<file path="src/rtl/pocket_pkg.sv">
// Shared types and constants for the pocket detector: hole ids, event record and FSM states.
package pocket_pkg;

    localparam logic [2:0] HOLE_NONE = 3'd0;
    localparam int NUM_HOLES = 6;
    // Event records carry the index width of the default 16-ball table.
    localparam int BALL_IDX_W = 4;

    typedef logic [2:0] hole_id_t;

    typedef struct packed {
        logic [BALL_IDX_W-1:0] ball;
        hole_id_t              hole;
    } pocket_event_t;

    typedef enum logic {
        S_IDLE    = 1'b0,
        S_PRESENT = 1'b1
    } evt_state_t;

endpackage

</file>
<file path="src/rtl/overlap_counter.sv">
// Per-ball overlap counter: saturates at the threshold, flags the frame hit and
// latches the hole seen on the threshold-crossing pixel.
module overlap_counter
    import pocket_pkg::*;
#(
    parameter int THRESHOLD = 24,
    parameter int CNT_W     = 6
) (
    input  logic     clk,
    input  logic     reset,
    input  logic     clear,
    input  logic     hit,
    input  hole_id_t hole_number,
    output logic     frame_hit,
    output hole_id_t hit_hole
);

    logic [CNT_W-1:0] cnt;

    // Once frame_hit is set the counter stops, which is how it saturates at THRESHOLD.
    always_ff @(posedge clk) begin
        if (reset) begin
            cnt       <= '0;
            frame_hit <= 1'b0;
            hit_hole  <= HOLE_NONE;
        end else if (clear) begin
            cnt       <= '0;
            frame_hit <= 1'b0;
        end else if (hit && !frame_hit) begin
            cnt <= cnt + 1'b1;
            if (cnt == CNT_W'(THRESHOLD - 1)) begin
                frame_hit <= 1'b1;
                hit_hole  <= hole_number;
            end
        end
    end

endmodule

</file>
<file path="src/rtl/pocket_detector.sv">
// Counts ball/hole overlap per frame and reports each pocketed ball once as a ball/hole event.
// Optional macro POCKET_EVENT_COUNT_EN adds pocketCount, a saturating count of accepted events.
module pocket_detector
    import pocket_pkg::*;
#(
    parameter int NUM_BALLS         = 16,
    parameter int OVERLAP_THRESHOLD = 24,
    parameter int CNT_W             = 6
) (
    input  logic                         clk,
    input  logic                         reset,
    input  logic                         startOfFrame,
    input  logic                         drawingRequestHoles,
    input  logic [2:0]                   holeNumber,
    input  logic [NUM_BALLS-1:0]         ballDrawingRequest,
    input  logic                         clearPocketed,
    output logic                         eventValid,
    output logic [$clog2(NUM_BALLS)-1:0] eventBall,
    output logic [2:0]                   eventHole,
    input  logic                         eventReady,
    output logic [NUM_BALLS-1:0]         pocketedMask
`ifdef POCKET_EVENT_COUNT_EN
    ,
    output logic [4:0]                   pocketCount
`endif
);

    localparam int BALL_W = $clog2(NUM_BALLS);

    logic hole_valid;
    logic frame_clear;
    logic commit;

    logic [NUM_BALLS-1:0] frame_hit;
    logic [NUM_BALLS-1:0] pending;
    logic [NUM_BALLS-1:0] pocketed;
    logic [NUM_BALLS-1:0] accept_mask;
    hole_id_t             hit_hole           [NUM_BALLS];
    hole_id_t             hit_hole_committed [NUM_BALLS];

    evt_state_t    state, state_next;
    pocket_event_t evt_q;
    logic          load, accept;
    logic [BALL_W-1:0] lowest;

    assign hole_valid  = drawingRequestHoles && (holeNumber != HOLE_NONE);
    assign frame_clear = clearPocketed || startOfFrame;
    assign commit      = startOfFrame && !clearPocketed;

    for (genvar g = 0; g < NUM_BALLS; g++) begin : g_ball
        overlap_counter #(
            .THRESHOLD (OVERLAP_THRESHOLD),
            .CNT_W     (CNT_W)
        ) u_cnt (
            .clk         (clk),
            .reset       (reset),
            .clear       (frame_clear),
            .hit         (hole_valid && ballDrawingRequest[g] && !pocketed[g]),
            .hole_number (holeNumber),
            .frame_hit   (frame_hit[g]),
            .hit_hole    (hit_hole[g])
        );
    end

    always_comb begin
        lowest = '0;
        for (int i = NUM_BALLS - 1; i >= 0; i--) begin
            if (pending[i]) lowest = BALL_W'(i);
        end
    end

    // Handshake: eventValid rises only from IDLE and then holds eventBall/eventHole
    // unchanged until a cycle with eventValid && eventReady, which is the transfer.
    always_comb begin
        state_next = state;
        load       = 1'b0;
        accept     = 1'b0;
        case (state)
            S_IDLE: begin
                if (pending != '0) begin
                    load       = 1'b1;
                    state_next = S_PRESENT;
                end
            end
            S_PRESENT: begin
                if (eventReady) begin
                    accept     = 1'b1;
                    state_next = S_IDLE;
                end
            end
            default: state_next = S_IDLE;
        endcase
        if (clearPocketed) begin
            load       = 1'b0;
            accept     = 1'b0;
            state_next = S_IDLE;
        end
    end

    always_ff @(posedge clk) begin
        if (reset) state <= S_IDLE;
        else       state <= state_next;
    end

    assign accept_mask = accept ? (NUM_BALLS'(1) << evt_q.ball[BALL_W-1:0]) : '0;

    always_ff @(posedge clk) begin
        if (reset) begin
            pending  <= '0;
            pocketed <= '0;
            evt_q    <= '0;
        end else if (clearPocketed) begin
            pending  <= '0;
            pocketed <= '0;
        end else begin
            pending <= (pending & ~accept_mask) | (commit ? frame_hit : '0);
            if (commit) pocketed <= pocketed | frame_hit;
            if (load) begin
                evt_q.ball <= BALL_IDX_W'(lowest);
                evt_q.hole <= hit_hole_committed[lowest];
            end
        end
    end

    // Snapshot the hole only for newly hit balls so pending entries stay intact.
    always_ff @(posedge clk) begin
        if (reset) begin
            for (int i = 0; i < NUM_BALLS; i++) hit_hole_committed[i] <= HOLE_NONE;
        end else if (commit) begin
            for (int i = 0; i < NUM_BALLS; i++) begin
                if (frame_hit[i]) hit_hole_committed[i] <= hit_hole[i];
            end
        end
    end

`ifdef POCKET_EVENT_COUNT_EN
    always_ff @(posedge clk) begin
        if (reset || clearPocketed) pocketCount <= '0;
        else if (accept && pocketCount != 5'd31) pocketCount <= pocketCount + 5'd1;
    end
`endif

    assign eventValid   = (state == S_PRESENT);
    assign eventBall    = evt_q.ball[BALL_W-1:0];
    assign eventHole    = evt_q.hole;
    assign pocketedMask = pocketed;

endmodule

</file>
<file path="config.mk">
export PLATFORM = sky130hd
export DESIGN_NAME = pocket_detector
export DESIGN_NICKNAME = d
export VERILOG_FILES = /design/src/rtl/pocket_pkg.sv /design/src/rtl/overlap_counter.sv /design/src/rtl/pocket_detector.sv
export SDC_FILE = /design/constraint.sdc
export NUM_CORES = 1
export LEC_CHECK = 0
export BUFFER_PORTS_ARGS = -buffer_cell sky130_fd_sc_hd__buf_2
export CAP_MARGIN = 30
export CORE_UTILIZATION = 61
export DETAILED_ROUTE_END_ITERATION = 8
export PLACE_DENSITY_LB_ADDON = 0.2
export SLEW_MARGIN = 15
export SYNTH_ARGS = -nofsm -noshare
export SYNTH_HDL_FRONTEND = slang
export SYNTH_SLANG_ARGS = --single-unit
</file>
<file path="constraint.sdc">
create_clock -name clk -period 2.3 [get_ports clk]
set_input_delay 0.115 -clock clk [delete_from_list [all_inputs] [get_ports clk]]
set_output_delay 0.115 -clock clk [all_outputs]
set_load 0.02 [all_outputs]
</file>
* Word-level counts from Yosys, hierarchy flattened
Memories as Yosys holds them, arrays and structs flattened. A register that Yosys moved wholly into a read port is not among the register bits.
Cells that the tools add are included.
** Operators by class
- Add/subtract/negate cells :: 16
- Equal/unequal tests :: 16
- Shift operators :: 1
- Multiplexer cells :: 108
- Bitwise gates (word level) :: 23
- Reduce and logical (&&, ||, !) cells :: 121
** Operator list (count)
- $add 6x1->6 const B :: 16
- $eq 6x5->1 const B :: 16
- $mux 1 :: 73
- $mux 4 :: 16
- $logic_and 1x1->1 :: 50
- $mux 3 :: 16
- $reduce_and 3->1 :: 16
- $reduce_and 2->1 :: 17
- $logic_not 1->1 :: 33
- $mux 16 :: 2
- $or 16x16->16 :: 2
- $and 16x16->16 :: 1
- $not 16->16 :: 1
- $or 1x1->1 :: 16
- $reduce_bool 16->1 :: 1
- $shl 1x4->16 const A :: 1
- $reduce_or 2->1 :: 2
- $not 1->1 :: 3
- $reduce_bool 3->1 :: 1
- $pmux 1 s2 :: 1
- $logic_or 1x1->1 :: 1
** Word-level totals
- Register bits :: 197
- Memory bits (writable) :: 48
- Bits of input ports :: 25
- Output and inout bits :: 24
- Word-level logic and storage cells :: 338
- Memories kept :: 1
** Memories
- hit_hole_committed :: depth 16, bits a word 3, rd ports 1, clocked after memory_dff 1, write ports 16, line pocket_detector.sv:39 : hole_id_t hit_hole_committed [NUM_BALLS];

* Logic depth before layout (Yosys ltp)
Gate-level depths: netlist of run 1.
- Word-level depth :: 16
- Depth in mapped cells :: 9
- Depth with buffers taken out :: 7

* Hierarchy
Synthesis of run 1 repeated with hierarchy kept, for this count alone.
** Unflattened totals
- Cells, all modules :: 1190
- Area total of the unflattened synthesis :: 11806.3 um^2
** Modules (own cells, without submodules)
- overlap_counter :: times used 16, cells each 50, area each 485.5 um^2, seq. area each 200.2 um^2
- pocket_detector :: times used 1, cells each 390, area each 4038.9 um^2, seq. area each 2242.2 um^2

* Worst setup path before layout of run 1
No wires, ideal clock.
- Kind :: flip-flop to flip-flop
- Start point :: register pending[10]
- End point :: register eventHole[0] (netlist name)
- Library setup time :: 0.092 ns
- Data arrival time :: 2.013 ns
- Required time :: 2.208 ns
- Slack :: 0.195 ns
- Stages on the path, launching flop included :: 10
- Buffers on the path :: 2
- Clock period less this slack :: 2.105 ns
- Cell sequence :: dfxtp_1 or3b_1 a31oi_2 o31ai_2 and2_1 buf_4 buf_4 mux2i_1 a221o_1 nor4_1
** On the way
- Cells in the longest elaborated chain, start to end :: 11
- Elaborated cells between the ends (all ways) :: 16
- Classes of those cells :: mux (14); reduce/logical (2)
** RTL lines
- start, declared :: line pocket_detector.sv:35 : logic [NUM_BALLS-1:0] pending;
- start signal, assigned :: line pocket_detector.sv:116 : pending <= (pending & ~accept_mask) | (commit ? frame_hit : '0);
- $mux 4 (11 in a row) :: line pocket_detector.sv:68 : if (pending[i]) lowest = BALL_W'(i);
Several ways; a longest one is shown, not always the timed one.
A chain may end at the register's enable or synchronous reset.

* Final worst setup path of run 1
- Start point :: register pending[8]
- End point :: register eventHole[1] (netlist name)
** On the way
- Cells in the longest elaborated chain, start to end :: 9
- Elaborated cells between the ends (all ways) :: 14
- Classes of those cells :: mux (12); reduce/logical (2)
** RTL lines (line)
- $mux 4 (9 in a row) :: pocket_detector.sv:68
Several ways; a longest one is shown, not always the timed one.

==> results of run 1 <==
-- final cells by class --
| cell class | instances | area (µm²) | share of cell area (%) |
|---|---|---|---|
| timing repair buffer | 108 | 730.7 | 5.911 |
| clock buffer | 35 | 684.4 | 5.536 |
| multi-input combinational | 745 | 5040 | 40.77 |
| sequential | 248 | 5451 | 44.10 |
| inverter | 21 | 78.83 | 0.6376 |
| clock inverter | 13 | 95.09 | 0.7692 |
| tap | 225 | 281.5 | 2.277 |
-- cell families (layout without fill, tap and decap cells) --
kind of cell	Yosys count	count (layout)	synth area share [%]
adder cells (fa/ha/maj)	16	16	1.862
flip-flops	248	248	50.65
buffers and inverters	76	177	2.991
AND/OR/NAND/NOR	468	468	24.72
AO/OA/AOI/OAI	111	111	6.646
XOR/XNOR	78	78	6.355
multiplexers	72	72	6.774
-- cells in the final DEF, fill, tap and decap left out, types with 9 or more instances in the layout --
cell type    n
buf_4       56
a21oi_1     43
ha_1        16
nand2_1     66
inv_1       21
nand3_1     26
xnor2_1     30
nor4b_2     12
nor2b_1     21
mux2i_1     66
clkbuf_1     9
o31a_1      10
nand2b_1    30
clkbuf_16   26
a211oi_1     9
dfxtp_1    197
nor2_1     183
xor2_1      48
and3_1      34
nor4_4       9
nand4_1     22
edfxtp_1    48
o21ai_0     28
and4_1      20
buf_2       48
-- how the worst min path moves through the flow --
stage | start | endpoint
floorplan | eventReady | eventValid$_SDFF_PP0_
global placement | eventReady | eventValid$_SDFF_PP0_
detailed placement | eventReady | eventValid$_SDFF_PP0_
CTS | clearPocketed | pending[15]$_SDFF_PP0_
global route | clearPocketed | pending[15]$_SDFF_PP0_
finish | clearPocketed | pending[15]$_SDFF_PP0_
-- routing by layer --
layer	track usage, %	routed length [µm]	part of all wire (%)
met4	5.993	420	1.8
met3	3.529	1120	4.9
met2	42.67	10520	46
met1	36.61	10860	47
met5	0	0	0
-- critical path, stage by stage (launching register included) --
cell and delay [ns]:
dfxtp_4 0.36, or4_4 0.52, nor3_4 0.25, a21oi_4 0.13, o211ai_1 0.16, o32ai_2 0.13, or4_4 0.52, a211oi_2 0.14
-- repair_timing --
action / CTS / global route
hold buffers: 1 / 0
buffers inserted: 0 / 4
gates resized for setup: 0 / 15
hold endpoints to repair: 1 / 0
setup endpoints to repair: 0 / 3
-- registers in the layout, summed over array words and instances, names as in the netlist, 3 cells and up --
| name | cells |
|---|---|
| pending | 16 |
| g_ball.u_cnt.hit_hole | 48 |
| eventHole | 3 |
| g_ball.u_cnt.cnt | 96 |
| pocketedMask | 16 |
| hit_hole_committed | 48 |
| eventBall | 4 |
| g_ball.u_cnt.frame_hit | 16 |
-- power by group through the flow --
stage	combinational, mW	sequential, mW	clock [mW]
global placement	0.315	4.58	0
floorplan	0.199	4.57	0
CTS	0.322	4.48	3.90
global route	0.345	4.48	4.09
finish	0.321	4.48	3.85
detailed placement	0.319	4.58	0
-- stage by stage --
stage | power (mW) | cell area [µm²] | setup TNS, ns | hold WS [ns] | instances
2_1_floorplan | 4.765 | 10750 | 0 | 0.2145 | 1069
3_3_place_gp | 4.893 | 11490 | 0 | 0.3185 | 1342
6_report | 8.653 | 12360 | 0 | 0.02917 | 1395
4_1_cts | 8.709 | 12280 | 0 | 0.008603 | 1391
3_5_place_dp | 4.896 | 11490 | 0 | 0.3361 | 1342
5_1_grt | 8.915 | 12360 | -0.08319 | 0.04668 | 1395
==> flow_summary.ini, run 1 <==
[logic_synthesis]
synth_most_common_cell = dfxtp_1
synthTopCellsByCount = dfxtp_1 (200), nor2_1 (183), mux2i_1 (66), nand2_1 (66)
ys_warn_count = 0
synth_edf_count = 48
synthFlopType = dfxtp_1
ys_ff_latch = 248
synth_area_leader_cell = dfxtp_1
avgSynthCellArea_um2 = 10.06
syn_inst = 1069
synth_top_area_share_pct = 37.24
ys_seq_area_share_pct = 50.65
async_flop_share_pct = 0
ys_types = 59
synth.cell_area_mm2 = 0.01075
syn_nets = 1110
synth.area.top_cells = dfxtp_1 (37%), edfxtp_1 (13%), nor2_1 (6.4%)

[die]
die_w_um = 134.8
num_io_pins = 49
die_height_um = 134.8
start_util_pct = 62.37
num_rows = 48
design.core.area_mm2 = 0.01724
dieArea_mm2 = 0.01816

[detailed_routing]
vias = 7842
drtIter0Drc = 517
drtAntennaViolNets = 0
drt-pass1-iter-count = 7
routedWlPerCell_um = 16.43
via_per_inst = 5.622
drcViolationCount = 0
wl_mm = 22.92

[placed_design]
io_buffers = 48
dp_slack_ns = 0.06536
finalWeightedCongestion = 0.9076
place_hpwl_mm = 15.72

[layout]
drive_gt1_share_pct = 16.58
layout.nets = 1191
fill_cells = 1264
num_antenna_cells = 0
utilization_pct = 71.72
area_growth_syn_to_layout_pct = 14.99

[worst_hold_path]
hp-class = primary input to flip-flop
whs_path_depth = 3

[power]
power_density_mw_per_mm2 = 700.0
leakage_nw = 4.545
swShare_pct = 21.66
p_sw_mw = 1.874
p_seq_share_pct = 51.8
ir_drop_mv = 0.6025
p_comb_share_pct = 3.7
intPower_mw = 6.779
pwr-share-clk_pct = 44.5

[critical_path]
r2r-end = eventHole[1]$_SDFFE_PP0P_
critical_path_class = flip-flop to flip-flop
crit_path_start_kind = flip-flop
crit_path_end_kind = flip-flop
ff2ff_setup_slack_ns = 0.03
crit_fanout = 6
critPathRequiredTime_ns = 2.75
r2r_cells = 7
timing.rr.start = pending[8]$_SDFF_PP0_
crit_arrival_ns = 2.72
setup.worst_path.start = pending[8]$_SDFF_PP0_
cp-endpoint = eventHole[1]$_SDFFE_PP0P_

[clocking]
clkSlewWorstSetupHoldPaths_ns = 0.06
clockBufferDepth = 3
cts_sinks = 248
tritoncts = yes
clk_latency_ns = 0.53
cts_max_level = 1
numCtsBuffers = 26
cts_root_buf = clkbuf_16

[timing]
layout_min_cycle_time_ns = 2.271
slew_headroom_pct = 56.67
finClkSkew_ns = 0.009525
drv_slew = 0
min_period_over_period_pct = 98.76
fmax_mhz = 440.3
setup_viol = 0
rsz0062_at_grt = yes
final-hold-violation-count = 0
fin_ws_ns = 0.02859
worstMarginPinSlew_ns = 0.6444

[global_routing]
grt_usage_pct = 26.03
grt_pass1_wl_mm = 37.50
grt_pass1_vias = 7448
grt_overflow = 0
grt_max_degree = 107
antenna_found_initial = 0

[run]
cap_violations = 0

[status]
status = finished, final reports clean
Note: power is estimated with default switching activity, not from simulation.
==> run 2, diff against run 1 <==
Settings changed: CORE_UTILIZATION 61 to 45.
==> run 2 against run 1 <==
Clock power rose by 14%. Design area rose by 1.7%. Setup slack improved by 0.027 ns. Critical path type unchanged. Largest cell class unchanged. Combinational power fell by 2%. Sequential share of layout area fell by 0.76 points. Non-clock buffer count fell by 4. Utilization fell by 18 points. Global-route usage fell by 6.6 points. Die area rose by 35%. Routed wire length rose by 2.1%. Critical endpoint is now eventHole[0]$_SDFFE_PP0P_.
==> flow_summary.ini, run 2 (synthesis results as in run 1) <==
[layout]
layout.nets = 1187
stdcell_count = 1485
final_cell_mix = dfxtp_1 (198), nor2_1 (183), nand2_1 (66), mux2i_1 (66), buf_4 (51)
largest_register = g_ball.u_cnt.cnt
largest_reg_flops = 96
layout_commonest_cell = dfxtp_1
num_antenna_cells = 0
drive_gt1_share_pct = 16.90
post-route-cell-area_mm2 = 0.01257
area_growth_syn_to_layout_pct = 16.93
largestRegisters = g_ball.u_cnt.cnt (96), g_ball.u_cnt.hit_hole (48), hit_hole_committed (48)
fill_cells = 2124

[detailed_routing]
routedWlPerCell_um = 15.75
drtAntennaViolNets = 0
drt-pass1-iter-count = 5
wl_mm = 23.39
via_per_inst = 5.187
drcViolationCount = 0
vias = 7703
drtIter0Drc = 358

[critical_path]
setup.worst_path.start = pending[8]$_SDFF_PP0_
critPathRequiredTime_ns = 2.72
path_cells = or4_4 -> nor3_4 -> a21oi_4 -> nand2_2 -> nor3_1 -> or4_1 -> nor4_1
crit_arrival_ns = 2.66
crit_path_end_kind = flip-flop
crit_fanout = 6
cp_slowest_stage_delay_ns = 0.54
timing.rr.start = pending[8]$_SDFF_PP0_
cp_slowest_cell = or4_4
crit_path_start_kind = flip-flop
crit_buf_inv = 0
critical_path_class = flip-flop to flip-flop
cp_num_cells = 7
critical-path-top-delay-family = simple AND/OR/NAND/NOR gates
r2r_cells = 7

[power]
power_density_mw_per_mm2 = 729.2
leakage_nw = 4.606
ir_drop_mv = 0.5002

[die]
num_rows = 56
design.core.area_mm2 = 0.02347
dieArea_mm2 = 0.02451
die_w_um = 156.6
num_io_pins = 49
die_height_um = 156.6
start_util_pct = 45.80

[timing]
hold_slack_ns = 0.04582
worstMarginPinSlew_ns = 0.6686
fmax_mhz = 445.5
min_period_over_period_pct = 97.59
layout_min_cycle_time_ns = 2.244
slew_headroom_pct = 55.43
fin_setup_tns_ns = 0
finClkSkew_ns = 0.01880
setup_viol = 0
drv_slew = 0
final-hold-violation-count = 0

[worst_hold_path]
whs_path_depth = 2
hp-class = primary input to flip-flop
hp-start = reset

[placed_design]
placed_cell_area_mm2 = 0.01158
finalWeightedCongestion = 0.9077
place_hpwl_mm = 16.26
dp.cells = 1434
io_buffers = 48

[clocking]
clk_latency_ns = 0.53
numCtsBuffers = 26
clockBufferDepth = 3
clkSlewWorstSetupHoldPaths_ns = 0.06
cts_root_buf = clkbuf_16
tritoncts = yes
cts_max_level = 1
cts_sinks = 248

[global_routing]
grt_pass1_wl_mm = 37.88
grt_usage_pct = 19.47
antenna_found_initial = 0
grt_max_degree = 63
grt_overflow = 0
grt_pass1_vias = 7310

[status]
status = finished, final reports clean

[run]
cap_violations = 0
## run 2: cell types whose count changed in the layout (fill, tap and decap cells not counted), sizes merged
| cell | change |
|---|---|
| buf | -4 |
| bufinv | +2 |
| clkinv | -2 |
| clkbuf | +1 |
| clkinvlp | -1 |
## run 2: final cells by class
cell class / instances / area (µm²) / area share (%)
clock buffer: 36 / 770.7 / 6.131
inverter: 21 / 78.83 / 0.6271
tap: 319 / 399.1 / 3.175
sequential: 248 / 5448 / 43.34
clock inverter: 12 / 132.6 / 1.055
multi-input combinational: 745 / 5052 / 40.19
timing repair buffer: 104 / 689.4 / 5.484
## run 2: per-stage QoR
step / setup WS, ns / util [%] / power, mW
floorplan: 0.1952 / - / 4.765
global placement: 0.1009 / 49.32 / 4.893
detailed placement: 0.05971 / 49.32 / 4.893
CTS: 0.02880 / 53.21 / 9.268
global route: -0.04401 / 53.56 / 9.481
finish: 0.05552 / 53.56 / 9.167
## run 2: final timing paths
path,slack (ns),to
worst max-delay path,0.06,eventHole[0]$_SDFFE_PP0P_
worst min-delay path,0.05,g_ball[0].u_cnt.hit_hole[0]$_SDFFE_PP0P_
worst max register to register,0.06,eventHole[0]$_SDFFE_PP0P_
worst min register to register,0.48,g_ball[11].u_cnt.hit_hole[2]$_SDFFE_PP0P_
## run 2: worst reg2reg max path: stages, from the launching register on
cell and delay [ns]:
dfxtp_1 0.36, or4_4 0.54, nor3_4 0.23, a21oi_4 0.10
nand2_2 0.13, nor3_1 0.05, or4_1 0.50, nor4_1 0.23
## run 2: layer usage
layer / wire length [µm] / global-route usage (%)
met5: 0 / 0
met4: 407 / 4.995
met3: 815 / 2.548
met2: 10210 / 29.91
met1: 11950 / 28.70
## run 2: timing repair
action,in CTS,in global routing
hold endpoints to repair,1,0
gates resized for setup,0,15
buffers inserted,0,1
hold buffers,1,0
setup endpoints to repair,0,2
## run 2: power breakdown
part | internal (mW) | switching, mW
Clock | 2.67 | 1.70
Sequential | 4.46 | 0.0188
Combinational | 0.116 | 0.199
